**config.mk**
```make
export PLATFORM = sky130hd
export DESIGN_NAME = load_store_unit
export DESIGN_NICKNAME = d
export VERILOG_FILES = /design/src/rtl/load_store_unit.sv
export SDC_FILE = /design/constraint.sdc
export NUM_CORES = 1
export LEC_CHECK = 0
export CORE_MARGIN = 2
export CORE_UTILIZATION = 26
export CTS_BUF_LIST = sky130_fd_sc_hd__clkbuf_4 sky130_fd_sc_hd__clkbuf_8 sky130_fd_sc_hd__clkbuf_16
export DETAILED_ROUTE_END_ITERATION = 12
export SETUP_SLACK_MARGIN = 0.2
export SLEW_MARGIN = 10
export SYNTH_ARGS = -nofsm -noshare
export SYNTH_HDL_FRONTEND = slang
export SYNTH_SLANG_ARGS = --single-unit
```
**constraint.sdc**
```tcl
create_clock -name clk -period 7.7 [get_ports clk]
set_input_delay 2.31 -clock clk [delete_from_list [all_inputs] [get_ports clk]]
set_output_delay 2.31 -clock clk [all_outputs]
set_load 0.03 [all_outputs]
```
**src/rtl/load_store_unit.sv**
```systemverilog
// ============================================================================
// Module   : load_store_unit
// Purpose  : Single-outstanding data-memory load/store sequencer with lane
//            steering, load extension and request timeout.
// Revision : 1.0 - initial release
// ============================================================================
`default_nettype none

module load_store_unit #(
    parameter int TIMEOUT_CYCLES = 255
) (
    input  logic        clk,
    input  logic        rst,
    input  logic        ex_mem_memread,
    input  logic        ex_mem_memwrite,
    input  logic [2:0]  ex_mem_funct3,
    input  logic [31:0] ex_mem_aluout1,
    input  logic [31:0] ex_mem_aluout2,
    output logic        mem_req,
    output logic        mem_we,
    output logic [31:0] mem_addr,
    output logic [31:0] mem_wdata,
    output logic [3:0]  mem_wstrb,
    input  logic        mem_ready,
    input  logic        mem_rvalid,
    input  logic [31:0] mem_rdata,
    output logic        lsu_stall,
    output logic        lsu_load_valid,
    output logic [31:0] lsu_load_data,
    output logic        lsu_misaligned,
    output logic        lsu_bus_error
);

    typedef enum logic [1:0] {
        IDLE = 2'd0,
        REQ  = 2'd1,
        WAIT = 2'd2,
        DONE = 2'd3
    } state_t;

    localparam logic [7:0] C_CNT_LAST = 8'(TIMEOUT_CYCLES - 1);

    state_t      r_state;
    state_t      w_state_nxt;
    logic [31:0] r_addr;
    logic        r_we;
    logic [2:0]  r_funct3;
    logic [1:0]  r_lane;
    logic [31:0] r_wdata;
    logic [3:0]  r_wstrb;
    logic [7:0]  r_cnt;
    logic        r_load_valid;
    logic [31:0] r_load_data;
    logic        r_bus_error;

    logic        w_access;
    logic        w_misaligned;
    logic [3:0]  w_wstrb;
    logic [31:0] w_wdata;
    logic [7:0]  w_byte;
    logic [15:0] w_half;
    logic [31:0] w_extract;
    logic        w_timeout;
    logic        w_start;
    logic        w_load_done;
    logic        w_abort;

    assign w_access  = ex_mem_memread | ex_mem_memwrite;
    assign w_timeout = (r_cnt == C_CNT_LAST);

    // Reserved encodings and unsigned variants on a store are rejected like misalignment
    always_comb begin
        w_misaligned = 1'b0;
        case (ex_mem_funct3)
            3'b000:  w_misaligned = 1'b0;
            3'b001:  w_misaligned = ex_mem_aluout1[0];
            3'b010:  w_misaligned = (ex_mem_aluout1[1:0] != 2'b00);
            3'b100:  w_misaligned = ex_mem_memwrite;
            3'b101:  w_misaligned = ex_mem_memwrite | ex_mem_aluout1[0];
            default: w_misaligned = 1'b1;
        endcase
    end

    always_comb begin
        w_wstrb = 4'b1111;
        w_wdata = ex_mem_aluout2;
        case (ex_mem_funct3[1:0])
            2'b00: begin
                w_wstrb = 4'b0001 << ex_mem_aluout1[1:0];
                w_wdata = {4{ex_mem_aluout2[7:0]}};
            end
            2'b01: begin
                w_wstrb = ex_mem_aluout1[1] ? 4'b1100 : 4'b0011;
                w_wdata = {2{ex_mem_aluout2[15:0]}};
            end
            default: begin
                w_wstrb = 4'b1111;
                w_wdata = ex_mem_aluout2;
            end
        endcase
    end

    assign w_byte = mem_rdata[{r_lane, 3'b000} +: 8];
    assign w_half = r_lane[1] ? mem_rdata[31:16] : mem_rdata[15:0];

    always_comb begin
        case (r_funct3)
            3'b000:  w_extract = {{24{w_byte[7]}}, w_byte};
            3'b100:  w_extract = {24'h000000, w_byte};
            3'b001:  w_extract = {{16{w_half[15]}}, w_half};
            3'b101:  w_extract = {16'h0000, w_half};
            default: w_extract = mem_rdata;
        endcase
    end

    always_comb begin
        w_state_nxt    = r_state;
        lsu_stall      = 1'b0;
        lsu_misaligned = 1'b0;
        w_start        = 1'b0;
        w_load_done    = 1'b0;
        w_abort        = 1'b0;
        case (r_state)
            IDLE: begin
                if (w_access) begin
                    if (w_misaligned) begin
                        lsu_misaligned = 1'b1;
                    end else begin
                        lsu_stall   = 1'b1;
                        w_start     = 1'b1;
                        w_state_nxt = REQ;
                    end
                end
            end
            REQ: begin
                lsu_stall = 1'b1;
                if (mem_ready) begin
                    w_state_nxt = r_we ? DONE : WAIT;
                end else if (w_timeout) begin
                    w_abort     = 1'b1;
                    w_state_nxt = DONE;
                end
            end
            WAIT: begin
                lsu_stall = 1'b1;
                if (mem_rvalid) begin
                    w_load_done = 1'b1;
                    w_state_nxt = DONE;
                end else if (w_timeout) begin
                    w_abort     = 1'b1;
                    w_state_nxt = DONE;
                end
            end
            default: begin
                w_state_nxt = IDLE;
            end
        endcase
    end

    always_ff @(posedge clk or negedge rst) begin
        if (!rst) begin
            r_state      <= IDLE;
            r_addr       <= 32'h0;
            r_we         <= 1'b0;
            r_funct3     <= 3'b000;
            r_lane       <= 2'b00;
            r_wdata      <= 32'h0;
            r_wstrb      <= 4'b0000;
            r_cnt        <= 8'h00;
            r_load_valid <= 1'b0;
            r_load_data  <= 32'h0;
            r_bus_error  <= 1'b0;
        end else begin
            r_state      <= w_state_nxt;
            r_load_valid <= w_load_done;
            r_bus_error  <= w_abort;
            if (w_start) begin
                r_addr   <= {ex_mem_aluout1[31:2], 2'b00};
                r_we     <= ex_mem_memwrite;
                r_funct3 <= ex_mem_funct3;
                r_lane   <= ex_mem_aluout1[1:0];
                r_wdata  <= ex_mem_memwrite ? w_wdata : 32'h0;
                r_wstrb  <= ex_mem_memwrite ? w_wstrb : 4'b0000;
                r_cnt    <= 8'h00;
            end else if (r_state == REQ || r_state == WAIT) begin
                r_cnt <= r_cnt + 8'h01;
            end
            // A timed-out access reports zero so stale data is never mistaken for a result
            if (w_load_done) begin
                r_load_data <= w_extract;
            end else if (w_abort) begin
                r_load_data <= 32'h0;
            end
        end
    end

    assign mem_req        = (r_state == REQ);
    assign mem_we         = r_we;
    assign mem_addr       = r_addr;
    assign mem_wdata      = r_wdata;
    assign mem_wstrb      = r_wstrb;
    assign lsu_load_valid = r_load_valid;
    assign lsu_load_data  = r_load_data;
    assign lsu_bus_error  = r_bus_error;

endmodule

`default_nettype wire

```
==> results.cfg <==
[run_status]
outcome = completed

[global_routing]
grt_pass1_vias = 4809
grt_pass1_wl_mm = 26.09
grt.overflow.total = 0
antenna_found_initial = 0
grt_start_max_net_pins = 90
track_usage_pct = 14.95

[floorplanning]
die_w_um = 150.4
io_pins = 211
die-area_um2 = 22630
die_h_um = 150.4
design.core.area_um2 = 21020
num_rows = 53
initial_core_util_pct = 26.52

[logic_synthesis]
synth_common_cells = dfrtp_1 (116), nand2_1 (91), o21ai_0 (61), mux2_4 (30), nor2_1 (27)
synth_area_leader_cell = dfrtp_1
yosysSeqAreaShare_pct = 52.08
synth_top_area_share_pct = 52.08
synth-edff-count = 0
synthArstFlopShare_pct = 100.0
syn-cell-area_um2 = 5574
yosys_warnings = 0
synth_top_cells_by_area = dfrtp_1 (52%), mux2_4 (8.1%), nand2_1 (6.1%), o21ai_0 (5.5%), mux2_2 (5.1%)
synth-main-ff-cell = dfrtp_1
ys_ff_latch = 116
synth_cells = 507
yosysMostFrequentCell = dfrtp_1
yosysUniqueCellTypes = 42
syn_avg_cell_area_um2 = 10.99

[cells_and_area]
diodes = 0
final-instance-count-excl-fill = 996
final_area_um2 = 8553
syn2layout_area_growth_pct = 53.45
drive_above_1_share_pct = 14.29
fin_util_pct = 40.69
final_nets = 819

[detailed_routing]
vias = 4583
drtAntennaViolNets = 0
wl_per_cell_um = 16.63
drc = 0
drt_iter0_markers = 207
via_per_inst = 4.601
finalWirelength_mm = 16.56
first_pass_iters = 4

[timing]
drv_slew = 0
fmax_mhz = 151.2
setup_slack_ps = 1086
final.setup.tns_ps = 0
hold_violations = 0
worst_slew_pin_slew_ps = 1023
max_slew_margin_pct = 31.82
timing.final.crit_share_pct = 85.89
skew_ps = 9.735
setup_viol = 0
rsz0062_at_grt = no
final.min_clock_period_ps = 6614

[setup_path]
crit_type = input port to output pin
endpoint_kind = output pin
worstPathRequired_ps = 5390
reg2reg_depth = 6
cp_max_fo = 22
start_kind = input port
critPathArrivalTime_ps = 4300

[power]
p_per_area_nw_per_um2 = 438.1
p_comb_share_pct = 47.4
peakVddDrop_uv = 205.6
netSwitchingPower_mw = 1.461
power.leakage_nw = 3.700
p_clk_share_pct = 23.4
intPower_mw = 2.286
p_sw_share_pct = 38.99
seq_power_share_pct = 29.2

[clocking]
cts_buffers = 17
clk_latency_ps = 410
cts.clk_slew.worst_paths_ps = 60
clock_path_buffers = 2
cts_tree = done
h-tree-depth = 4
cts-root-buf = clkbuf_16
postCtsResizedCells = 0
cts_setup_buffers = 0
ctsHoldBuffers = 0
clock_sink_count = 116

[job]
cap_violations = 0

[placement]
postPlaceCellArea_um2 = 7901
dp_cells = 964
gp_congestion = 0.7515
dp_slack_ps = 1082
io_buffers = 208
place_hpwl_mm = 11.85

[worst_hold_path]
hold_path_depth = 2
holdCritPathClass = flop to flop
==> layout make-up <==
class / instances / area [um2]
Clock buffer: 19 / 446.7
Clock inverter: 13 / 205.2
Fill cell: 2049 / 12470
Inverter: 8 / 30.03
Multi-Input combinational cell: 350 / 2482
Sequential cell: 116 / 2903
Tap cell: 275 / 344.1
Timing Repair Buffer: 215 / 2142
==> worst max-delay path, stage by stage <==
cell and delay [ps]:
clkdlybuf4s50_1 400, buf_4 200, or4_1 590, a21o_4 350, a21oi_1 290, buf_12 160
==> path summary, 6_finish.rpt <==
path                                          start                        end  slack (ps)
setup / recovery                   ex_mem_funct3[0]                  lsu_stall        1090
hold / removal             mem_wdata[5]$_DFFE_PN0N_   mem_wdata[5]$_DFFE_PN0N_         480
setup reg to reg             r_state[1]$_DFFE_PN0P_    mem_addr[3]$_DFFE_PN0N_        5030
hold reg to reg            mem_wdata[5]$_DFFE_PN0N_   mem_wdata[5]$_DFFE_PN0N_         480
max in group asynchronous                       rst  mem_wdata[26]$_DFFE_PN0N_        4460
min in group asynchronous                       rst     r_state[1]$_DFFE_PN0P_        1950
==> logic make-up (layout without fill, tap and decap cells) <==
kind of cell,after synthesis,count (layout),synth area share (%)
adders and majority gates,6,6,1.347
AOI/OAI and AO/OA,124,124,14.68
muxes,72,72,16.75
buffers and inverters,42,255,3.636
xor gates and xnor gates,7,7,1.100
other,1,2,0.06728
DFF,116,116,52.08
and+or+nand+nor,139,139,10.35
==> flip-flops by register name, indices dropped and copies added (netlist names) <==
signal	cells
lsu_load_data	32
mem_wdata	32
mem_addr	30
r_cnt	8
mem_wstrb	4
r_funct3	3
r_lane	2
r_state	2
lsu_bus_error	1
lsu_load_valid	1
mem_we	1
==> cell usage in the layout (no fill, tap or decap), types with 6 or more instances in the layout <==
cell,count
a21o_1,9
a21oi_1,12
a221o_1,17
buf_4,8
clkbuf_16,17
clkdlybuf4s50_1,206
dfrtp_1,116
ha_1,6
inv_1,7
mux2_2,25
mux2_4,30
mux2i_1,10
nand2_1,91
nor2_1,26
o21ai_0,61
o221ai_1,7
o2bb2ai_1,7
==> power by group through the flow <==
stage               Clock (mW)  Combinational [mW]  Sequential, mW
global route             0.934                1.89            1.14
detailed placement           0                1.79            1.10
finish                   0.878                1.77            1.09
CTS                      0.905                1.80            1.10
floorplan                    0               0.605            1.52
global placement             0                1.78            1.10
==> routing by layer <==
metal | wire length [um] | GRT usage, % | vias up
li1 | - | - | 2198
met1 | 7325 | 18.92 | 2207
met2 | 7498 | 23.00 | 159
met3 | 1490 | 6.424 | 19
met4 | 246 | 4.764 | 0
met5 | 0 | 0 | -
==> per-stage QoR <==
stage                     hold WS, ps  power (mW)
after detailed placement        469.1       2.892
final                           477.7       3.747
after global placement          461.5       2.883
after global routing            506.3       3.963
after CTS                       482.1       3.801
after floorplan                 509.5       2.130
Note: power is estimated with default switching activity, not from simulation.
